### config.mk
export PLATFORM = sky130hd
export DESIGN_NAME = mandelbrot_render
export DESIGN_NICKNAME = d
export VERILOG_FILES = /design/src/rtl/mandelbrot_render.sv
export SDC_FILE = /design/constraint.sdc
export NUM_CORES = 1
export LEC_CHECK = 0
export BUFFER_PORTS_ARGS = -buffer_cell sky130_fd_sc_hd__buf_4
export CAP_MARGIN = 5
export CELL_PAD_IN_SITES_DETAIL_PLACEMENT = 0
export CELL_PAD_IN_SITES_GLOBAL_PLACEMENT = 2
export CORE_ASPECT_RATIO = 0.7
export CORE_MARGIN = 1
export CORE_UTILIZATION = 36
export DETAILED_ROUTE_END_ITERATION = 10
export PLACE_DENSITY = 0.86
export SLEW_MARGIN = 20
export SYNTH_ARGS = -nofsm -noshare
export SYNTH_HDL_FRONTEND = slang
export SYNTH_SLANG_ARGS = --single-unit
### constraint.sdc
create_clock -name clk -period 5.4 [get_ports clk]
set_input_delay 0.27 -clock clk [delete_from_list [all_inputs] [get_ports clk]]
set_output_delay 0.27 -clock clk [all_outputs]
set_load 0.03 [all_outputs]
### src/rtl/mandelbrot_render.sv
// mandelbrot_render
//
// Frame scheduler in front of the fixed-point mandelbrot engine. Walks a
// WIDTH x HEIGHT window in raster order and derives each pixel's complex
// coordinate by stepping from an origin latched at frame start. It launches one
// engine calculation per pixel and writes the returned iteration count to the
// framebuffer.
//
// Ports
//   clk, rst          clock; asynchronous active-low reset
//   start             begin a frame (only honoured while idle)
//   re_start/im_start coordinate of pixel (0,0), latched on an accepted start
//   step              per-pixel increment, latched on an accepted start
//   mb_start          one-cycle engine launch pulse
//   mb_re/mb_im       engine coordinate, stable from launch until the next step
//   mb_done/mb_iter   engine completion pulse and its iteration result
//   fb_we/fb_addr/fb_data/fb_ready  framebuffer write port with backpressure
//   busy              frame in progress
//   done              one-cycle frame-complete pulse
//   dbg_state         current FSM state (observation only)
//
// Handshakes:
//   Engine: mb_start is high for exactly one cycle. The block then waits for a
//   single-cycle mb_done, with mb_iter valid in that same cycle. mb_done is
//   ignored in every state except WAIT.
//   Framebuffer: once fb_we rises, fb_we/fb_addr/fb_data hold steady until a
//   cycle with fb_ready=1 is sampled. That cycle is the transfer, and fb_we
//   drops in the next cycle.
module mandelbrot_render #(
    parameter int FP_WIDTH = 25,
    parameter int ITERW    = 8,
    parameter int WIDTH    = 320,
    parameter int HEIGHT   = 180,
    parameter int ADDRW    = $clog2(WIDTH*HEIGHT)
) (
    input  logic                clk,
    input  logic                rst,
    input  logic                start,
    input  logic [FP_WIDTH-1:0] re_start,
    input  logic [FP_WIDTH-1:0] im_start,
    input  logic [FP_WIDTH-1:0] step,
    output logic                mb_start,
    output logic [FP_WIDTH-1:0] mb_re,
    output logic [FP_WIDTH-1:0] mb_im,
    input  logic                mb_done,
    input  logic [ITERW-1:0]    mb_iter,
    output logic                fb_we,
    output logic [ADDRW-1:0]    fb_addr,
    output logic [ITERW-1:0]    fb_data,
    input  logic                fb_ready,
    output logic                busy,
    output logic                done,
    output logic [2:0]          dbg_state
);

    localparam logic [2:0] S_IDLE   = 3'd0;
    localparam logic [2:0] S_LAUNCH = 3'd1;
    localparam logic [2:0] S_WAIT   = 3'd2;
    localparam logic [2:0] S_WRITE  = 3'd3;
    localparam logic [2:0] S_NEXT   = 3'd4;

    localparam int XW = (WIDTH  > 1) ? $clog2(WIDTH)  : 1;
    localparam int YW = (HEIGHT > 1) ? $clog2(HEIGHT) : 1;
    localparam logic [XW-1:0] X_LAST = XW'(WIDTH - 1);
    localparam logic [YW-1:0] Y_LAST = YW'(HEIGHT - 1);

    logic [2:0]          state_q,   state_d;
    logic [FP_WIDTH-1:0] re0_q,     re0_d;
    logic [FP_WIDTH-1:0] step_q,    step_d;
    logic [FP_WIDTH-1:0] mb_re_q,   mb_re_d;
    logic [FP_WIDTH-1:0] mb_im_q,   mb_im_d;
    logic [XW-1:0]       x_q,       x_d;
    logic [YW-1:0]       y_q,       y_d;
    logic [ADDRW-1:0]    fb_addr_q, fb_addr_d;
    logic [ITERW-1:0]    fb_data_q, fb_data_d;
    logic                fb_we_q,   fb_we_d;
    logic                busy_q,    busy_d;
    logic                done_q,    done_d;

    always_comb begin
        state_d   = state_q;
        re0_d     = re0_q;
        step_d    = step_q;
        mb_re_d   = mb_re_q;
        mb_im_d   = mb_im_q;
        x_d       = x_q;
        y_d       = y_q;
        fb_addr_d = fb_addr_q;
        fb_data_d = fb_data_q;
        fb_we_d   = fb_we_q;
        busy_d    = busy_q;
        done_d    = 1'b0;

        case (state_q)
            S_IDLE: begin
                // The done cycle is spent in IDLE. A start seen in that cycle
                // is held off so it is taken on the following IDLE cycle.
                if (start && !done_q) begin
                    re0_d     = re_start;
                    step_d    = step;
                    mb_re_d   = re_start;
                    mb_im_d   = im_start;
                    x_d       = '0;
                    y_d       = '0;
                    fb_addr_d = '0;
                    busy_d    = 1'b1;
                    state_d   = S_LAUNCH;
                end
            end
            S_LAUNCH: begin
                state_d = S_WAIT;
            end
            S_WAIT: begin
                if (mb_done) begin
                    fb_data_d = mb_iter;
                    fb_we_d   = 1'b1;
                    state_d   = S_WRITE;
                end
            end
            S_WRITE: begin
                if (fb_ready) begin
                    fb_we_d = 1'b0;
                    state_d = S_NEXT;
                end
            end
            S_NEXT: begin
                if (x_q == X_LAST && y_q == Y_LAST) begin
                    busy_d  = 1'b0;
                    done_d  = 1'b1;
                    state_d = S_IDLE;
                end else if (x_q == X_LAST) begin
                    // Each row restarts from the latched real origin, so
                    // real-axis stepping error never carries across rows.
                    x_d       = '0;
                    y_d       = y_q + YW'(1);
                    mb_re_d   = re0_q;
                    mb_im_d   = mb_im_q - step_q;
                    fb_addr_d = fb_addr_q + ADDRW'(1);
                    state_d   = S_LAUNCH;
                end else begin
                    x_d       = x_q + XW'(1);
                    mb_re_d   = mb_re_q + step_q;
                    fb_addr_d = fb_addr_q + ADDRW'(1);
                    state_d   = S_LAUNCH;
                end
            end
            default: begin
                state_d = S_IDLE;
            end
        endcase
    end

    always_ff @(posedge clk or negedge rst) begin
        if (!rst) begin
            state_q   <= S_IDLE;
            re0_q     <= '0;
            step_q    <= '0;
            mb_re_q   <= '0;
            mb_im_q   <= '0;
            x_q       <= '0;
            y_q       <= '0;
            fb_addr_q <= '0;
            fb_data_q <= '0;
            fb_we_q   <= 1'b0;
            busy_q    <= 1'b0;
            done_q    <= 1'b0;
        end else begin
            state_q   <= state_d;
            re0_q     <= re0_d;
            step_q    <= step_d;
            mb_re_q   <= mb_re_d;
            mb_im_q   <= mb_im_d;
            x_q       <= x_d;
            y_q       <= y_d;
            fb_addr_q <= fb_addr_d;
            fb_data_q <= fb_data_d;
            fb_we_q   <= fb_we_d;
            busy_q    <= busy_d;
            done_q    <= done_d;
        end
    end

    // LAUNCH lasts exactly one cycle, so decoding it gives the launch pulse.
    assign mb_start  = (state_q == S_LAUNCH);
    assign mb_re     = mb_re_q;
    assign mb_im     = mb_im_q;
    assign fb_we     = fb_we_q;
    assign fb_addr   = fb_addr_q;
    assign fb_data   = fb_data_q;
    assign busy      = busy_q;
    assign done      = done_q;
    assign dbg_state = state_q;

endmodule

==> flow_summary.toml, run 1 <==
[outcome]
status = "completed"

[synthesis]
netlist_instances = 1038
synth-seq-cells = 147
ys.warnings.count = 0
ys_types = 64
synth.most_common_cell = "nand2_1"
synth_area_um2 = 8891
ys.flop_type = "dfrtp_1"
synth_edf_count = 0
async_flop_share_pct = 100.0
ys_top_cells_by_area = "dfrtp_1, nand2_1, ha_1, o21ai_0, a21oi_1"
yosysSeqAreaShare_pct = 41.37
netlist.area_leader.share_pct = 41.37
syn_nets = 1179
synthTopCellsByCount = "nand2_1, dfrtp_1, o21ai_0"
synth_largest_area_cell = "dfrtp_1"
syn_area_per_cell_um2 = 8.566

[worst_setup_path]
critPathLaunchType = "flop"
critical_path_class = "reg -> reg"
crit_path_end_kind = "flop"
crit_arrival_ns = 3.58
crit_required_ns = 5.72
cp_max_fo = 17

[timing]
hold_violations = 0
slew_viol_final = 0
rsz0062_at_grt = "false"
finalWorstPathRequiredPeriod_ns = 3.261
setup_slack_ns = 2.139
setup_viol = 0
skew_ns = 0.009466
setup_tns_ns = 0
fmax_mhz = 306.7
max_slew.worst_pin.slew_ns = 0.8072
max-slew-margin-rel_pct = 46.02
period_share_pct = 60.38

[clock_tree]
path_clk_slew_ns = 0.07
cts_buffers = 17
cts_tree = "built"
cts_setup_buffers = 0
clock_path_buffers = 2
cts_sinks = 147
cts_root_buf = "clkbuf_16"
insertion_delay_ns = 0.43
cts-htree-levels = 4

[finish]
diodes = 0
drive_above_1_share_pct = 19.39
final_cell_area_um2 = 11110
fill_cells = 2412
fin_nets = 1335
final_util_pct = 46.44
area_growth_pct = 25.01

[global_route]
grt_pass1_vias = 7826
grt_util_all_layers_pct = 22.09
gr-usage-met2_pct = 32.34
grt_max_degree = 103
grtUsageMet3_pct = 4.294
busiest_layer = "met1"
grt_antenna_before_repair = 0
gr-usage-met1_pct = 33.18
grt_overflow = 0
grt_pass1_wl_um = 43550

[route]
viasPerCell = 5.301
drtIter0Drc = 470
firstDrtPassIters = 4
num_vias = 8084
drc = 0
avgRoutedWirePerCell_um = 17.91
wirelength_um = 27320
drtAntennaViolNets = 0

[placement]
place_area_um2 = 10480
place_hpwl_um = 19660
place_ws_ns = 2.122
gp_congestion = 0.8647
portBuffers = 168

[die]
core_area_um2 = 23930
die_w_um = 189.8
io-pin-count = 169
dieHeight_um = 133.5
initial_utilization_pct = 37.15
die_area_um2 = 25340
placementRows = 47

[power]
power.leakage_nw = 5.288
p_total_mw = 7.688
max-vdd-ir-drop_mv = 0.3211
p_per_area_nw_per_um2 = 691.7

[job]
drv_cap = 0

[hold_path]
hold_class = "in -> reg"
-- worst paths after layout --
| path | cells after the start | startpoint | slack [ns] | to |
|---|---|---|---|---|
| max | 6 | x_q[6] | 2.14 | mb_im[6] |
| min | 3 | step[0] | 0.04 | step_q[0] |
| max reg2reg | 6 | x_q[6] | 2.14 | mb_im[6] |
| min reg2reg | 2 | re0_q[3] | 0.47 | re0_q[3] |
| max in group asynchronous | 3 | rst | 4.19 | mb_im[7] |
| min in group asynchronous | 2 | rst | 0.27 | fb_data[0] |
-- sequential cells by signal, summed over array words and instances (netlist names) --
name and count:
mb_im 25, mb_re 25, re0_q 25, step_q 25
fb_addr 16, x_q 9, fb_data 8, y_q 8
dbg_state 3, busy 1, done 1, fb_we 1
-- metal layers --
metal	wire length, um	up-vias
li1	-	3979
met4	263	0
met3	1351	17
met5	0	-
met1	14020	3884
met2	11690	204
-- report_power, final --
group          internal [mW]  switching (mW)
Combinational           1.82            2.73
Clock                  0.719           0.497
Sequential              1.53           0.393
-- logic make-up after synthesis --
family / after synthesis / share of synthesized area, %
xor+xnor: 55 / 5.418
flops: 147 / 41.37
compound gates: 306 / 21.24
mux: 11 / 1.351
simple gates: 383 / 19.36
buf+inv: 83 / 3.631
fa+ha+maj: 53 / 7.627
-- worst max-delay path, stage by stage, from the launching register on --
cell     delay [ns]
dfrtp_1        0.42
nor3b_1        0.26
nand4_1        0.68
nor3_2         0.86
nor2_1         0.32
buf_4          0.30
a221o_1        0.30
-- metrics by stage --
stage	cells	hold WS [ns]
final	1525	0.03768
after global routing	1525	0.02870
after CTS	1524	0.01949
after detailed placement	1491	0.4582
after global placement	1491	0.4511
after floorplan	1038	-0.02559
-- repair_timing --
action	CTS	global route
hold buffers	1	0
hold endpoints to repair	3	0
resized for setup	0	0
-- cell type report --
class / count / area (um^2) / area share (%)
clock buffer: 21 / 470.5 / 4.233
clock inverter: 11 / 127.6 / 1.148
inverter: 37 / 138.9 / 1.250
multi-input combinational: 808 / 4901 / 44.10
sequential: 147 / 3679 / 33.10
tap: 318 / 397.9 / 3.580
timing repair buffer: 183 / 1400 / 12.60
-- placed cells by master, fill, tap and decap left out, types with 3 or more instances in the layout --
master / n
or3_1: 8
o22ai_1: 7
clkbuf_8: 3
mux2_2: 8
a211oi_1: 8
inv_1: 37
ha_1: 51
and4_1: 3
and3_1: 20
xnor2_1: 25
clkbuf_16: 17
a21o_1: 28
nor3b_1: 3
o21a_1: 9
nor3_1: 16
nand2b_1: 8
nand3b_1: 3
nor2b_1: 9
nand2_1: 190
a22oi_1: 3
clkinvlp_4: 3
and2_1: 6
mux2i_1: 3
a211o_1: 5
clkinv_4: 3
o21ai_0: 102
nor2_1: 61
xor2_1: 30
nand4_1: 11
a31oi_1: 7
a21oi_1: 91
buf_4: 180
nand3_1: 35
dfrtp_1: 147
o31ai_1: 6
o211ai_1: 12
Power figures use the tool's default switching activity.
==> run 2: changes to the inputs <==
- CORE_UTILIZATION: 36 -> 33
- PLACE_DENSITY: 0.86 -> 0.8
- clock period: 5.4 -> 3.3 ns (I/O delays scaled with it)
==> flow_summary.toml, run 2 (synthesis gave the netlist of run 1 again) <==
[die]
die_area_um2 = 27610
io-pin-count = 169
dieHeight_um = 139.3
die_w_um = 198.2
initial_utilization_pct = 34.12
placementRows = 49
core_area_um2 = 26060

[clock_tree]
cts_sinks = 147
cts_root_buf = "clkbuf_16"
cts_setup_buffers = 0
cts-htree-levels = 4
clock_path_buffers = 2
cts_tree = "built"
insertion_delay_ns = 0.45
cts_buffers = 17
path_clk_slew_ns = 0.07

[hold_path]
hold_class = "in -> reg"

[timing]
whs_ns = 0.006661
max_slew.worst_pin.slew_ns = 0.7906
setup_tns_ns = 0
slew_viol_final = 0
period_share_pct = 95.20
skew_ns = 0.01429
hold_violations = 0
finalWorstPathRequiredPeriod_ns = 3.142
max-slew-margin-rel_pct = 47.29
fmax_mhz = 318.3
setup_viol = 0
rsz0062_at_grt = "false"

[worst_setup_path]
max_stage_delay_ns = 0.40
crit_required_ns = 3.62
cp_max_fo = 4
critical_path_class = "reg -> reg"
cp_slowest_cell = "dfrtp_1"
critPathLaunchType = "flop"
crit_path_end_kind = "flop"
crit_arrival_ns = 3.46
worstPathCellList = "ha_1 > fa_2 > a211oi_2 > o31ai_4 > o21a_1 > o2111ai_2 > a31oi_2 > mux2i_1 > a2111oi_4 > nor3_1 > a211o_1"

[global_route]
grt_pass1_vias = 7958
grt_util_all_layers_pct = 21.08
grt_pass1_wl_um = 44910
grt_antenna_before_repair = 0
grt_max_degree = 76
grt_overflow = 0

[power]
power.leakage_nw = 5.597
p_per_area_nw_per_um2 = 1071
max-vdd-ir-drop_mv = 0.4850

[finish]
seq_area_um2 = 3679
area_growth_pct = 33.85
multi_input_area_um2 = 4903
mostFrequentLayoutCells = "nand2_1, buf_4, dfrtp_1"
diodes = 0
final_common_cell = "nand2_1"
fill_cells = 2611
drive_above_1_share_pct = 19.06
fin_nets = 1408

[placement]
portBuffers = 168
place_hpwl_um = 20540
gp_congestion = 0.8574

[route]
drc = 0
drtIter0Drc = 514
firstDrtPassIters = 5
drtAntennaViolNets = 0
viasPerCell = 5.049
wirelength_um = 28580
avgRoutedWirePerCell_um = 17.46
num_vias = 8266

[job]
drv_cap = 0

[outcome]
status = "completed"
## run 2: changes by cell type in the layout (fill, tap and decap cells not counted), sizes merged
cell	previous run	this run
inv	38	39
clkinvlp	3	4
buf	182	190
dlygate4sd3	1	66
clkbuf	21	19
## run 2: layout make-up
cell class | count | area share, %
tap | 357 | 3.754
inverter | 37 | 1.167
clock buffer | 19 | 3.806
sequential | 147 | 30.91
multi-input combinational | 808 | 41.20
clock inverter | 13 | 1.272
timing repair buffer | 256 | 17.88
## run 2: worst max-delay path: cells and delay by family, from the launching register on
| family | cells | cell delay [ns] |
|---|---|---|
| AO/OA/AOI/OAI | 7 | 1.72 |
| adder cells (fa/ha/maj) | 2 | 0.63 |
| flip-flops | 1 | 0.40 |
| multiplexers | 1 | 0.18 |
| AND/OR/NAND/NOR | 1 | 0.08 |
## run 2: timing repair
item / 4_1_cts / 5_1_grt
hold buffers: 66 / 0
hold endpoints to repair: 141 / 0
gates resized for setup: 0 / 1
setup endpoints to repair: 0 / 1
## run 2: per-layer routing
layer	global-route usage [%]	vias up	wire, um
li1	-	4131	-
met1	32.35	3946	15000
met2	29.97	179	11990
met3	4.702	10	1407
met4	3.917	0	188
met5	0	-	0
## run 2: per-stage QoR
step / instances / util, % / total power, mW / area, um^2 / setup slack, ns
finish: 1637 / 45.67 / 12.74 / 11900 / 0.1583
global route: 1637 / 45.67 / 13.80 / 11900 / 0.03869
CTS: 1637 / 45.66 / 12.79 / 11900 / 0.1054
detailed placement: 1539 / 40.81 / 10.64 / 10630 / 0.1511
global placement: 1539 / 40.81 / 10.63 / 10630 / 0.1640
floorplan: 1038 / - / 8.365 / 8891 / 0.2792
## run 2: worst paths after layout
| kind | from | endpoint | slack (ns) | cells past startpoint |
|---|---|---|---|---|
| max | mb_re[0] | mb_re[24] | 0.16 | 11 |
| min | im_start[11] | mb_im[11] | 0.007 | 3 |
| max reg2reg | mb_re[0] | mb_re[24] | 0.16 | 11 |
| min reg2reg | re0_q[24] | re0_q[24] | 0.47 | 2 |
| max in group asynchronous | rst | step_q[6] | 2.13 | 3 |
| min in group asynchronous | rst | re0_q[19] | 0.34 | 2 |
## run 2: report_power, final
part	leakage (nW)	switching, mW	internal [mW]	total (mW)
logic	3.48	4.49	3.11	7.60
clock network	0.282	0.860	1.16	2.02
registers	1.83	0.616	2.50	3.11
==> run 3: changes to the inputs <==
- HOLD_SLACK_MARGIN: not set -> 0.12
==> flow_summary.toml, run 3 (synthesis gave the netlist of run 1 again) <==
[outcome]
status = "completed"

[clock_tree]
cts_setup_buffers = 0
path_clk_slew_ns = 0.07
cts-htree-levels = 4
cts_root_buf = "clkbuf_16"
cts_tree = "built"
cts_buffers = 17
insertion_delay_ns = 0.45
clock_path_buffers = 2
cts_sinks = 147

[power]
max-vdd-ir-drop_mv = 0.4831
p_total_mw = 12.76
power.leakage_nw = 5.668
p_per_area_nw_per_um2 = 1057

[route]
num_vias = 8324
drtAntennaViolNets = 0
top_layer = "met4"
wl_met1_um = 14880
wl_met2_um = 12110
drc = 0
wl_met3_um = 1527
avgRoutedWirePerCell_um = 17.38
wirelength_um = 28750
firstDrtPassIters = 5
viasPerCell = 5.033
drtIter0Drc = 534

[placement]
portBuffers = 168
dp_cells = 1539
gp_congestion = 0.8574
place_hpwl_um = 20540

[global_route]
grt_util_all_layers_pct = 21.24
grt_pass1_vias = 8067
grt_max_degree = 76
grt_overflow = 0
grt_pass1_wl_um = 45290
grt_antenna_before_repair = 0

[die]
die_w_um = 198.2
die_area_um2 = 27610
core_area_um2 = 26060
io-pin-count = 169
initial_utilization_pct = 34.12
dieHeight_um = 139.3
placementRows = 49

[finish]
area_growth_pct = 35.76
final_common_cell = "nand2_1"
fin_cells = 1654
fin_nets = 1425
drive_above_1_share_pct = 18.81
diodes = 0
mostFrequentLayoutCells = "nand2_1, buf_4, dfrtp_1"

[timing]
max_slew.worst_pin.slew_ns = 0.7971
finalWorstPathRequiredPeriod_ns = 3.156
rsz0062_at_grt = "false"
hold_violations = 0
setup_tns_ns = 0
max-slew-margin-rel_pct = 46.86
period_share_pct = 95.65
slew_viol_final = 0
setup_viol = 0
skew_ns = 0.01560
fmax_mhz = 316.8

[worst_setup_path]
r2r_slack_ns = 0.14
critical_path_class = "reg -> reg"
path_delay_family = "compound AO/OA/AOI/OAI gates"
worstPathCellList = "ha_1 > fa_2 > a211oi_2 > o31ai_4 > o21a_1 > o2111ai_2 > a31oi_2 > mux2i_1 > a2111oi_4 > nor3_1 > a211o_1"
cp_slowest_cell = "dfrtp_1"
crit_required_ns = 3.62
max_stage_delay_ns = 0.40
critPathLaunchType = "flop"
crit_arrival_ns = 3.48
crit_path_end_kind = "flop"
path_buf_inv = 0
cp_max_fo = 4

[job]
drv_cap = 0

[hold_path]
hold_class = "in -> reg"
run 3: metal layers:
layer	vias up	GRT usage [%]
li1	4159	-
met3	12	4.702
met2	182	30.45
met1	3971	32.31
met5	-	0
met4	0	4.243
run 3: through the flow:
| stage | setup WS [ns] | area (um^2) | hold WS [ns] | util [%] |
|---|---|---|---|---|
| 6_report | 0.1435 | 12070 | 0.1369 | 46.32 |
| 5_1_grt | 0.03869 | 12070 | 0.1426 | 46.32 |
| 3_3_place_gp | 0.1640 | 10630 | 0.2750 | 40.81 |
| 4_1_cts | 0.1054 | 12070 | 0.1242 | 46.31 |
| 3_5_place_dp | 0.1511 | 10630 | 0.2837 | 40.81 |
| 2_1_floorplan | 0.2792 | 8891 | -0.1306 | - |
run 3: final cells by class:
type | count | area, um^2
fillers | 2606 | 13990
multi-input cells | 808 | 4903
flip-flops and latches | 147 | 3679
repair buffers | 273 | 2298
clock buffers | 19 | 452.9
well taps | 357 | 446.7
clock inverters | 13 | 151.4
inverters | 37 | 138.9
run 3: worst register-to-register path: cells and delay by family (launching register included):
family	cells	cell delay, ns
flops	1	0.40
compound gates	7	1.75
simple gates	1	0.08
fa+ha+maj	2	0.63
mux	1	0.18
run 3: power by group:
group / total (mW) / switching (mW) / internal [mW]
Sequential: 3.11 / 0.615 / 2.50
Clock: 2.03 / 0.864 / 1.16
Combinational: 7.62 / 4.50 / 3.13
run 3: worst paths after layout:
path / start / depth (start not counted) / to
max in group asynchronous: rst / 3 / step_q[6]
worst max-delay path: mb_re[0] / 11 / mb_re[24]
worst min-delay path: im_start[23] / 4 / mb_im[23]
min in group asynchronous: rst / 2 / fb_data[5]
worst min register to register: re0_q[24] / 2 / re0_q[24]
worst max register to register: mb_re[0] / 11 / mb_re[24]
run 3: what timing repair did:
action,in CTS,in global routing
endpoints found under the hold margin,175,0
gates resized for setup,0,1
endpoints found under the setup margin,0,1
hold buffers,83,0
